--- config.mk ---
export PLATFORM = sky130hd
export DESIGN_NAME = scroll_ctrl_v2
export DESIGN_NICKNAME = d
export VERILOG_FILES = /design/src/rtl/scroll_ctrl_v2.sv
export SDC_FILE = /design/constraint.sdc
export NUM_CORES = 1
export LEC_CHECK = 0
export CORE_ASPECT_RATIO = 1.75
export CORE_UTILIZATION = 60
export CTS_CLUSTER_DIAMETER = 80
export CTS_CLUSTER_SIZE = 30
export DETAILED_ROUTE_END_ITERATION = 8
export GPL_ROUTABILITY_DRIVEN = 0
export HOLD_SLACK_MARGIN = 0.03
export PLACE_DENSITY = 0.87
export SYNTH_ARGS = -nofsm -noshare
export SYNTH_HDL_FRONTEND = slang
export SYNTH_SLANG_ARGS = --single-unit
export TNS_END_PERCENT = 30
--- constraint.sdc ---
create_clock -name clk -period 7.9 [get_ports clk]
set_input_delay 1.58 -clock clk [delete_from_list [all_inputs] [get_ports clk]]
set_output_delay 1.58 -clock clk [all_outputs]
set_load 0.03 [all_outputs]
--- src/rtl/scroll_ctrl_v2.sv ---
// Vertical-scroll timing engine: wrapping y-offset, follower tick, BCD score and level.
// Optional hi-score register is built when SCROLL_HISCORE_EN is defined.
module scroll_ctrl_v2 #(
  parameter int unsigned BASE_PERIOD = 100000,
  parameter int unsigned PERIOD_DEC  = 10000,
  parameter int unsigned MIN_PERIOD  = 20000,
  parameter int unsigned STEP        = 2,
  parameter int unsigned SCREEN_H    = 480,
  parameter int unsigned SCORE_TICKS = 100,
  parameter int unsigned LEVEL_PTS   = 10,
  parameter int unsigned MAX_LEVEL   = 7
) (
  input  logic       clk,
  input  logic       reset_n,
  input  logic       move_en,
  input  logic       restart,
  output logic [9:0] y_pos,
  output logic       move_followers,
  output logic [7:0] score_bcd,
  output logic [2:0] level,
  output logic       score_wrap
`ifdef SCROLL_HISCORE_EN
  ,
  output logic [7:0] hi_score_bcd
`endif
);

  localparam int unsigned CntW = $clog2(BASE_PERIOD);
  localparam int unsigned SubW = (SCORE_TICKS > 1) ? $clog2(SCORE_TICKS) : 1;

  logic [CntW-1:0] cnt_q, cnt_d;
  logic [SubW-1:0] sub_q, sub_d;
  logic [9:0]      y_q, y_d;
  logic [7:0]      score_q, score_d;
  logic [2:0]      level_q, level_d;
  logic            mf_q, mf_d;
  logic            wrap_q, wrap_d;

  logic [31:0] dec;
  logic [31:0] period;
  logic        tick;
  logic        sub_last;
  logic [10:0] y_sum;
  logic [9:0]  y_next;
  logic [3:0]  units_n, tens_n;
  logic        score_roll;
  logic [6:0]  score_bin_n;
  logic        level_up;

  // Period floor computed without letting BASE_PERIOD - dec wrap below zero.
  always_comb begin
    dec = 32'(level_q) * 32'(PERIOD_DEC);
    if (dec < BASE_PERIOD && (BASE_PERIOD - dec) > MIN_PERIOD) begin
      period = BASE_PERIOD - dec;
    end else begin
      period = MIN_PERIOD;
    end
  end

  assign tick     = move_en && (32'(cnt_q) >= (period - 32'd1));
  assign sub_last = (32'(sub_q) == (SCORE_TICKS - 32'd1));

  always_comb begin
    y_sum = 11'(y_q) + 11'(STEP);
    if (32'(y_sum) >= SCREEN_H) begin
      y_next = 10'(32'(y_sum) - SCREEN_H);
    end else begin
      y_next = y_sum[9:0];
    end
  end

  always_comb begin
    score_roll = 1'b0;
    tens_n     = score_q[7:4];
    if (score_q[3:0] == 4'd9) begin
      units_n = 4'd0;
      if (score_q[7:4] == 4'd9) begin
        tens_n     = 4'd0;
        score_roll = 1'b1;
      end else begin
        tens_n = score_q[7:4] + 4'd1;
      end
    end else begin
      units_n = score_q[3:0] + 4'd1;
    end
    score_bin_n = 7'(tens_n) * 7'd10 + 7'(units_n);
    level_up    = (score_bin_n != 7'd0) && ((32'(score_bin_n) % LEVEL_PTS) == 32'd0) &&
                  (32'(level_q) < MAX_LEVEL);
  end

  always_comb begin
    cnt_d   = cnt_q;
    sub_d   = sub_q;
    y_d     = y_q;
    score_d = score_q;
    level_d = level_q;
    mf_d    = 1'b0;
    wrap_d  = 1'b0;
    if (restart) begin
      cnt_d   = '0;
      sub_d   = '0;
      y_d     = '0;
      score_d = '0;
      level_d = '0;
    end else if (tick) begin
      mf_d  = 1'b1;
      cnt_d = '0;
      y_d   = y_next;
      if (sub_last) begin
        sub_d   = '0;
        score_d = {tens_n, units_n};
        wrap_d  = score_roll;
        if (level_up) begin
          level_d = level_q + 3'd1;
        end
      end else begin
        sub_d = sub_q + SubW'(1);
      end
    end else if (move_en) begin
      cnt_d = cnt_q + CntW'(1);
    end
  end

  always_ff @(posedge clk) begin
    if (!reset_n) begin
      cnt_q   <= '0;
      sub_q   <= '0;
      y_q     <= '0;
      score_q <= '0;
      level_q <= '0;
      mf_q    <= 1'b0;
      wrap_q  <= 1'b0;
    end else begin
      cnt_q   <= cnt_d;
      sub_q   <= sub_d;
      y_q     <= y_d;
      score_q <= score_d;
      level_q <= level_d;
      mf_q    <= mf_d;
      wrap_q  <= wrap_d;
    end
  end

  assign y_pos          = y_q;
  assign move_followers = mf_q;
  assign score_bcd      = score_q;
  assign level          = level_q;
  assign score_wrap     = wrap_q;

`ifdef SCROLL_HISCORE_EN
  logic [7:0] hi_q;

  // Valid BCD orders the same as binary, so a plain compare suffices.
  always_ff @(posedge clk) begin
    if (!reset_n) begin
      hi_q <= '0;
    end else if (score_q > hi_q) begin
      hi_q <= score_q;
    end
  end

  assign hi_score_bcd = hi_q;
`endif

endmodule

After elaboration in Yosys (flattened, before gate mapping)
Cells that the tools add are included.
{"block": "word_totals", "ff_bits": 47, "out_inout_bits": 23, "in_bits": 4, "elab_cells": 51}
{"block": "classes", "magnitude_cmp": 5, "div_mod_pow": 1, "n_mux": 8, "add_sub_neg": 10, "bitwise_logic": 4, "n_mul": 2, "n_reduce_logical": 11, "n_eq_ne": 3}
{"cell": "$ge 17x32->1", "count": 1}
{"cell": "$gt 32x15->1 const B", "count": 1}
{"cell": "$logic_not 32->1", "count": 1}
{"cell": "$mod 7x4->32 const B", "count": 1}
{"cell": "$mux 32", "count": 1}
{"cell": "$sub 32x1->32 const B", "count": 1}
{"cell": "$sub 17x17->18 const A", "count": 1}
{"cell": "$add 17x1->17 const B", "count": 1}
{"cell": "$lt 17x17->1 const B", "count": 1}
{"cell": "$mul 3x10->13 const B", "count": 1}
{"cell": "$mux 4", "count": 3}
{"cell": "$add 10x2->11 const B", "count": 1}
{"cell": "$ge 11x9->1 const B", "count": 1}
{"cell": "$mux 10", "count": 1}
{"cell": "$sub 10x9->10 const B", "count": 1}
{"cell": "$add 4x1->4 const B", "count": 2}
{"cell": "$eq 4x4->1 const B", "count": 2}
{"cell": "$add 7x1->7 const B", "count": 1}
{"cell": "$add 7x4->7", "count": 1}
{"cell": "$eq 7x7->1 const B", "count": 1}
{"cell": "$mux 7", "count": 1}
{"cell": "$reduce_bool 7->1", "count": 1}
{"cell": "$mul 4x3->6 const B", "count": 1}
{"cell": "$reduce_or 5->1", "count": 1}
{"cell": "other kinds (9)", "count": 16}

Depth between registers and ports, before layout
Gate-level depths: netlist of the first run.
{"block": "depth", "depth_word": 10, "depth_mapped": 30}

Least setup slack after synthesis of the first run
OpenSTA, ideal clock, no wires.
{"block": "synth_path", "path_kind": "reg2reg", "startpoint": "register level_q[1], in the netlist level[1]", "endpoint": "register level_q[2], in the netlist level[2]", "slack_ps": 1822, "path_stages_with_launch": 31, "setup_time_ps": 71, "arrival_time_ps": 6007, "t_required_ps": 7829, "cell_sequence": "dfxtp_1 inv_1 ha_1 inv_1 fa_1 nor2b_2 o21ai_1 xnor2_1 nand4_1 a21o_1 a41oi_1 nor2_1 mux2i_1 o32a_1 and2_1 ha_1 nand2_1 nor2_1 nand3_1 xor2_1 and2_1 ha_1 o21ai_0 a21oi_1 o311ai_1 a311oi_1 nand4_1 a221oi_2 o211ai_2 or3_1 a21oi_1"}
{"block": "synth_via", "elab_chain_cells": 9, "word_cells_on_any_way": 13, "cone_classes": "3 x add/sub; 1 x mul; 4 x order compare; 1 x mux; 4 x reduce/logical"}
{"element": "start, declared", "line_no": "35", "text": "logic [2:0] level_q, level_d;"}
{"element": "start signal, assigned", "line_no": "138", "text": "level_q <= level_d;"}
{"element": "$mul 3x10->13", "line_no": "52", "text": "dec = 32'(level_q) * 32'(PERIOD_DEC);"}
{"element": "$sub 17x17->18", "line_no": "53, 54"}
{"element": "$gt 32x15->1", "line_no": "53", "text": "if (dec < BASE_PERIOD && (BASE_PERIOD - dec) > MIN_PERIOD) begin"}
{"element": "$logic_and 1x1->1", "line_no": "53"}
{"element": "$mux 32", "line_no": "53"}
{"element": "$sub 32x1->32", "line_no": "60", "text": "assign tick = move_en && (32'(cnt_q) >= (period - 32'd1));"}
{"element": "$ge 17x32->1", "line_no": "60"}
{"element": "$logic_and 1x1->1", "line_no": "60"}
{"element": "$reduce_and 3->1 (no line)"}
Parallel ways exist; a longest one is shown, timed or not.
A chain may end at the register's enable or synchronous reset.

Worst setup path in the final report of the first run
{"block": "layout_path", "startpoint": "register level_q[2], in the netlist level[2]", "endpoint": "register level_q[2], in the netlist level[2]"}
The elaborated chain is that of the path after synthesis.

==> results of run 1 <==
## logic make-up (layout without fill, tap and decap cells)
kind of cell    Yosys count  in the layout  share of synthesized area, %
other cells               1              1                        0.0824
fa+ha+maj                47             47                          13.7
buf+inv                  45             53                          5.28
mux                      16             16                          3.79
xor+xnor                 57             57                          11.7
simple gates            223            223                          24.8
compound gates          126            126                          20.4
flops                    46             46                          20.2
## flip-flops by register name (all words and copies together) (netlist names)
signal / cells
cnt_q: 17
sub_q: 7
level: 3
score_wrap: 1
y_pos: 9
move_followers: 1
score_bcd: 8
## cell usage in the layout, fill, tap and decap left out, types with 5 or more instances in the layout
master	count
sky130_fd_sc_hd__a21o_1	7
sky130_fd_sc_hd__a21oi_1	27
sky130_fd_sc_hd__and2_1	7
sky130_fd_sc_hd__and3_1	10
sky130_fd_sc_hd__clkbuf_16	5
sky130_fd_sc_hd__clkdlybuf4s50_1	25
sky130_fd_sc_hd__dfxtp_1	46
sky130_fd_sc_hd__fa_1	5
sky130_fd_sc_hd__ha_1	41
sky130_fd_sc_hd__inv_1	17
sky130_fd_sc_hd__mux2i_1	11
sky130_fd_sc_hd__nand2_1	42
sky130_fd_sc_hd__nand2b_1	10
sky130_fd_sc_hd__nand3_1	31
sky130_fd_sc_hd__nand4_1	6
sky130_fd_sc_hd__nor2_1	70
sky130_fd_sc_hd__nor2b_1	5
sky130_fd_sc_hd__nor3_1	9
sky130_fd_sc_hd__o21ai_0	28
sky130_fd_sc_hd__or3_1	6
sky130_fd_sc_hd__xnor2_1	28
sky130_fd_sc_hd__xor2_1	26
## stage by stage
| step | setup WS (ns) | std cells | util, % | hold slack, ns | area (um^2) |
|---|---|---|---|---|---|
| 6_report | 0.796 | 655 | 67.4 | 0.498 | 4910 |
| 5_1_grt | 0.205 | 655 | 67.4 | 0.508 | 4910 |
| 4_1_cts | 0.845 | 655 | 67.4 | 0.497 | 4910 |
| 3_5_place_dp | 0.911 | 647 | 65.4 | 0.487 | 4760 |
| 3_3_place_gp | 1.19 | 647 | 65.4 | 0.476 | 4760 |
| 2_1_floorplan | 1.82 | 561 | - | 0.463 | 4550 |
## power groups by stage
stage | combinational, mW | sequential, mW | clock (mW)
2_1_floorplan | 0.00613 | 0.238 | 0
3_3_place_gp | 0.00803 | 0.238 | 0
3_5_place_dp | 0.00818 | 0.238 | 0
4_1_cts | 0.00823 | 0.232 | 0.218
5_1_grt | 0.00900 | 0.232 | 0.228
6_report | 0.00823 | 0.232 | 0.215
## routing by layer
metal	share of wire [%]	vias to the layer above	global-route usage, %
met2	55	96	52.6
li1	-	2004	-
met5	0	-	0
met3	3.0	40	4.36
met1	37	1953	27.0
met4	4.2	0	16.8
## critical path, delay by kind of cell (launching register included)
kind | cells | cell delay (ns)
AND/OR/NAND/NOR | 10 | 1.62
flip-flops | 1 | 0.61
XOR/XNOR | 2 | 0.62
adder cells (fa/ha/maj) | 4 | 1.37
AO/OA/AOI/OAI | 11 | 2.10
buffers and inverters | 3 | 0.57
multiplexers | 1 | 0.16
## worst max path at each step
stage / depth (start not counted) / endpoint / slack, ns / start
finish: 31 / level[2] / 0.80 / level[2]
global route: 31 / level[2] / 0.21 / level[1]
CTS: 31 / level[2] / 0.84 / level[1]
detailed placement: 31 / level[2] / 0.91 / level[1]
global placement: 31 / level[2] / 1.19 / level[2]
floorplan: 30 / level[2] / 1.82 / level[1]
## area by class of cell
type / count / area, um^2 / share of cell area, %
clock inverters: 3 / 23.8 / 0.484
repair buffers: 27 / 265 / 5.40
multi-input cells: 470 / 3400 / 69.2
inverters: 18 / 70.1 / 1.43
flip-flops and latches: 46 / 921 / 18.8
well taps: 86 / 108 / 2.19
clock buffers: 5 / 125 / 2.55
==> reports/qor.csv, run 1 <==
metric;value;unit
critPathRequiredTime;8.12;ns
worst_ir_drop_vdd;0.0873;mV
share_of_flip_flops_with_an_asynchronous_set_or_reset_after_synthesis;0;%
post_synth_main_area_contributors;sky130_fd_sc_hd__dfxtp_1 (20%), sky130_fd_sc_hd__ha_1 (11%), sky130_fd_sc_hd__nor2_1 (5.8%), sky130_fd_sc_hd__xnor2_1 (5.4%), sky130_fd_sc_hd__xor2_1 (5.0%);
yosysTopAreaCellShare;20.2;%
critical_path.max_stage_delay;0.61;ns
power_switching_share;22.4;%
cts.hold.buffers_added;0;
timing.final.crit_period;7.10;ns
run_status;finished clean;
placeableCoreArea;7280;um^2
cts_resized;0;
finalMaxSlewViolations;0;
per_cell_routed_wire_length;16.0;um
antenna_cells;0;
ys_seq_elements;46;
yosysMostFrequentCell;sky130_fd_sc_hd__nor2_1;
cts.clk_slew.worst_paths;0.07;ns
synth_area_leader_cell;sky130_fd_sc_hd__dfxtp_1;
grt_remaining_overflow;0;
worst_setup_slack_for_register_to_register_paths;0.80;ns
fin_total_pwr;0.455;mW
ys_top_cells_by_count;sky130_fd_sc_hd__nor2_1 (70), sky130_fd_sc_hd__dfxtp_1 (46), sky130_fd_sc_hd__nand2_1 (42);
cpMostUsedCell;sky130_fd_sc_hd__ha_1;
critical_path_class;reg2reg;
power_share_of_the_combinational_group;1.8;%
maximum_number_of_pins_on_one_net_before_global_route_repair;21;
number_of_flops_mapped_to_enable_cells_by_yosys;0;
prevailing_post_synth_register_cell;sky130_fd_sc_hd__dfxtp_1;
power_per_cell_area;92.7;nW/um^2
switchingPower;0.102;mW
die_height;117;um
hold_crit_endpoint;sub_q[1];
worstSetupEndpointType;flop;
reg2reg_from;level[2];
mappedNetlistNets;611;
place.port_buffers;25;
share_clk_of_total_power;47.1;%
layout_worst_path_cycle_share;89.9;%
grt_antenna_before_repair;0;
cts_htree_levels;2;
whs_path_depth;2;
nNetsFinal;618;
relSlewSlack;30.0;%
worst-slew-pin-transition;1.02;ns
grt_pass1_vias;3996;
start_kind;flop;
area_delta_synth_final;7.86;%
critical-path-slowest-cell;sky130_fd_sc_hd__dfxtp_1;
cts_inserted_buffers;5;
final.fill_count;602;
dp_hpwl;8.04;mm
clock_sinks;46;
grt_first_pass_wirelength;17.2;mm
detailroute.via_count;4093;
crit_path_max_fanout;13;
number_of_iterations_in_the_first_detailed_routing_pass;4;
max_clock_freq;0.141;GHz
initial_utilization;62.5;%
drive_above_1_share;8.44;%
mappedNetlistArea;4550;um^2
clock_tree.root_cell;sky130_fd_sc_hd__clkbuf_16;
avgViaCountPerCell;6.25;
cellLeakagePower;1.84;nW
unrepaired_setup_endpoints_after_global_routing;false;
std_cell_rows;41;
pin_count;27;
syn_inst;561;
power.share.sequential;51.1;%
internal_power;0.353;mW
yosysSeqAreaShare;20.2;%
worstPathArrival;7.32;ns
max_capacitance_violation_count;0;
synth_warnings;0;
worst_skew_pair_later_pin_latency;0.29;ns
finalHoldViolCount;0;
postCtsSetupBuffers;0;
drtAntennaViolNets;0;
critical_path.reg2reg.endpoint;level[2];
cts-root-to-sink-buffers;2;
finClkSkew;0.00545;ns
drtIter0Drc;224;
hold_class;reg2reg;
timing.setup.tns;0;ns
die_x;67.9;um
hold_path_startpoint;sub_q[1];
clock_tree_from_tritoncts;built;
worst-r2r-cell-count;31;
remaining_drc_errors;0;
synth.distinct_cells;92;
globalRouteTotalUtil;27.8;%
finalSetupViolCount;0;
die_area;7950;um^2
syn_avg_cell_area;8.12;um^2
route.final.wire_length;10.5;mm
(Power assumes the default switching activity.)
==> run 2: changes to the inputs <==
- CORE_ASPECT_RATIO: 1.75 -> 1.1
- CTS_CLUSTER_DIAMETER: 80 -> 50
==> run 2 against run 1 <==
  * Combinational power down 3.8%
  * Routed wire length decreased by 4.3%
  * Non-clock buffer count stayed put
  * Total power is 8.0% lower
  * Clock skew is 0.0028 ns higher
  * Worst hold slack worse by 0.0020 ns
  * Via count shrank 1.5%
  * Register-to-register slack is essentially flat
  * Final area shrank 0.76%
  * First-iteration DRC count fell by 41%
  * Critical path type unchanged
  * Highest routed layer unchanged
==> reports/qor.csv, run 2 (synthesis results as in run 1) <==
metric;value;unit;change
clock_sinks;46;;unchanged
largest-register;cnt_q;;
timing.final.crit_period;7.11;ns;+0.00440 ns
drive_above_1_share;8.44;%;unchanged
timing.setup.tns;0;ns;unchanged
grt_antenna_before_repair;0;;unchanged
avgViaCountPerCell;6.16;;-1.4%
critical_path_class;reg2reg;;
per_cell_routed_wire_length;15.4;um;-4.2%
place.port_buffers;25;;unchanged
clock_tree.root_cell;sky130_fd_sc_hd__clkbuf_8;;
grt_first_pass_wirelength;16.8;mm;-2.3%
cts.hold.buffers_added;0;;unchanged
drtIter0Drc;133;;-41%
nNetsFinal;618;;unchanged
remaining_drc_errors;0;;unchanged
mostFrequentLayoutCells;sky130_fd_sc_hd__nor2_1 (70), sky130_fd_sc_hd__dfxtp_1 (46), sky130_fd_sc_hd__nand2_1 (42);;
number_of_iterations_in_the_first_detailed_routing_pass;5;;+1
die_x;85.1;um;+25%
power_share_of_the_combinational_group;1.9;%;about the same
share_clk_of_total_power;42.7;%;-4.4 points
pin_count;27;;unchanged
die_height;93.4;um;-20%
grt_remaining_overflow;0;;unchanged
worst-r2r-cell-count;31;;unchanged
whs_path_depth;2;;unchanged
utilization;68.0;%;+0.58 points
cts_htree_levels;2;;unchanged
critical_path.max_stage_delay;0.62;ns;about the same
switchingPower;0.0896;mW;-12%
route.final.wire_length;10.0;mm;-4.3%
power_switching_share;21.4;%;-1.1 points
cts_resized;0;;unchanged
finalMaxSlewViolations;0;;unchanged
die_area;7940;um^2;-0.16%
worst_ir_drop_vdd;0.0728;mV;-17%
worstPathArrival;7.34;ns;+0.02 ns
final-instance-count-excl-fill;654;;-0.15%
finClkSkew;0.00825;ns;+0.00280 ns
start_kind;flop;;
max_capacitance_violation_count;0;;unchanged
finalSetupViolCount;0;;unchanged
relSlewSlack;33.9;%;+3.9 points
globalRouteTotalUtil;25.8;%;-2.0 points
cts.clk_slew.worst_paths;0.09;ns;+0.02 ns
drtAntennaViolNets;0;;unchanged
critical-path-slowest-cell;sky130_fd_sc_hd__dfxtp_1;;
area_delta_synth_final;7.03;%;
cellLeakagePower;1.83;nW;-0.43%
final.setup.worst_slack;0.791;ns;-0.00440 ns
cts_inserted_buffers;5;;unchanged
cpMostUsedCell;sky130_fd_sc_hd__ha_1;;
crit_path_max_fanout;13;;unchanged
initial_utilization;63.5;%;+1.0 points
worst_skew_pair_later_pin_latency;0.30;ns;about the same
cts-root-to-sink-buffers;2;;unchanged
power.share.sequential;55.5;%;+4.4 points
unrepaired_setup_endpoints_after_global_routing;false;;
run_status;finished clean;;
std_cell_rows;32;;-22%
place_worst_setup_slack;0.859;ns;-0.0525 ns
postCtsSetupBuffers;0;;unchanged
finalHoldViolCount;0;;unchanged
critPathRequiredTime;8.13;ns;about the same
internal_power;0.329;mW;-6.7%
placed_cells;646;;-0.15%
worstSetupEndpointType;flop;;
grt_pass1_vias;3768;;-5.7%
max_clock_freq;0.141;GHz;about the same
dp_hpwl;7.60;mm;-5.5%
hold_class;reg2reg;;
largest_register_ffs;17;;unchanged
detailroute.via_count;4031;;-1.5%
worst-slew-pin-transition;0.964;ns;-0.0570 ns
layout_worst_path_cycle_share;90.0;%;about the same
clock_tree_from_tritoncts;built;;
placeableCoreArea;7170;um^2;-1.6%
antenna_cells;0;;unchanged
power_per_cell_area;86.0;nW/um^2;-7.3%
layout_commonest_cell;sky130_fd_sc_hd__nor2_1;;
maximum_number_of_pins_on_one_net_before_global_route_repair;21;;unchanged
[run 2: cell types whose count changed in the layout (fill, tap and decap cells not counted), sizes merged]
| cell | previous run | this run |
|---|---|---|
| bufinv | 0 | 1 |
| clkinv | 0 | 1 |
| clkinvlp | 2 | 0 |
[run 2: per-stage QoR]
step	total power, mW	area (um^2)	hold slack (ns)
finish	0.419	4870	0.496
CTS	0.423	4870	0.501
detailed placement	0.246	4760	0.486
floorplan	0.244	4550	0.463
global route	0.434	4870	0.538
global placement	0.246	4760	0.475
[run 2: metal layers]
metal | track usage, % | up-vias | wire length (um)
li1 | - | 2007 | -
met1 | 30.0 | 1907 | 4300
met2 | 48.0 | 100 | 5220
met3 | 4.06 | 17 | 374
met4 | 8.62 | 0 | 140
met5 | 0 | - | 0
[run 2: final cells by class]
type,instances,area (um^2)
clock buffers,5,68.8
clock inverters,3,43.8
fillers,568,2290
inverters,18,70.1
multi-input cells,470,3400
flip-flops and latches,46,921
well taps,85,106
repair buffers,27,265
[run 2: final timing paths]
check / start / end / slack (ns)
worst max-delay path: level[2] / level[2] / 0.79
worst min-delay path: sub_q[1] / sub_q[1] / 0.50
worst max register to register: level[2] / level[2] / 0.79
worst min register to register: sub_q[1] / sub_q[1] / 0.50
[run 2: power by group through the flow]
stage	registers, mW	clock network (mW)	logic (mW)
after detailed placement	0.238	0	0.00801
after CTS	0.232	0.182	0.00807
after global routing	0.232	0.193	0.00884
after floorplan	0.238	0	0.00613
final	0.232	0.179	0.00792
after global placement	0.238	0	0.00783
[run 2: critical path: cells and delay by family (launching register included)]
family                   cells  cell delay (ns)
XOR/XNOR                     2             0.60
flip-flops                   1             0.62
AO/OA/AOI/OAI               11             2.11
multiplexers                 1             0.14
adder cells (fa/ha/maj)      4             1.37
buffers and inverters        3             0.57
AND/OR/NAND/NOR             10             1.61
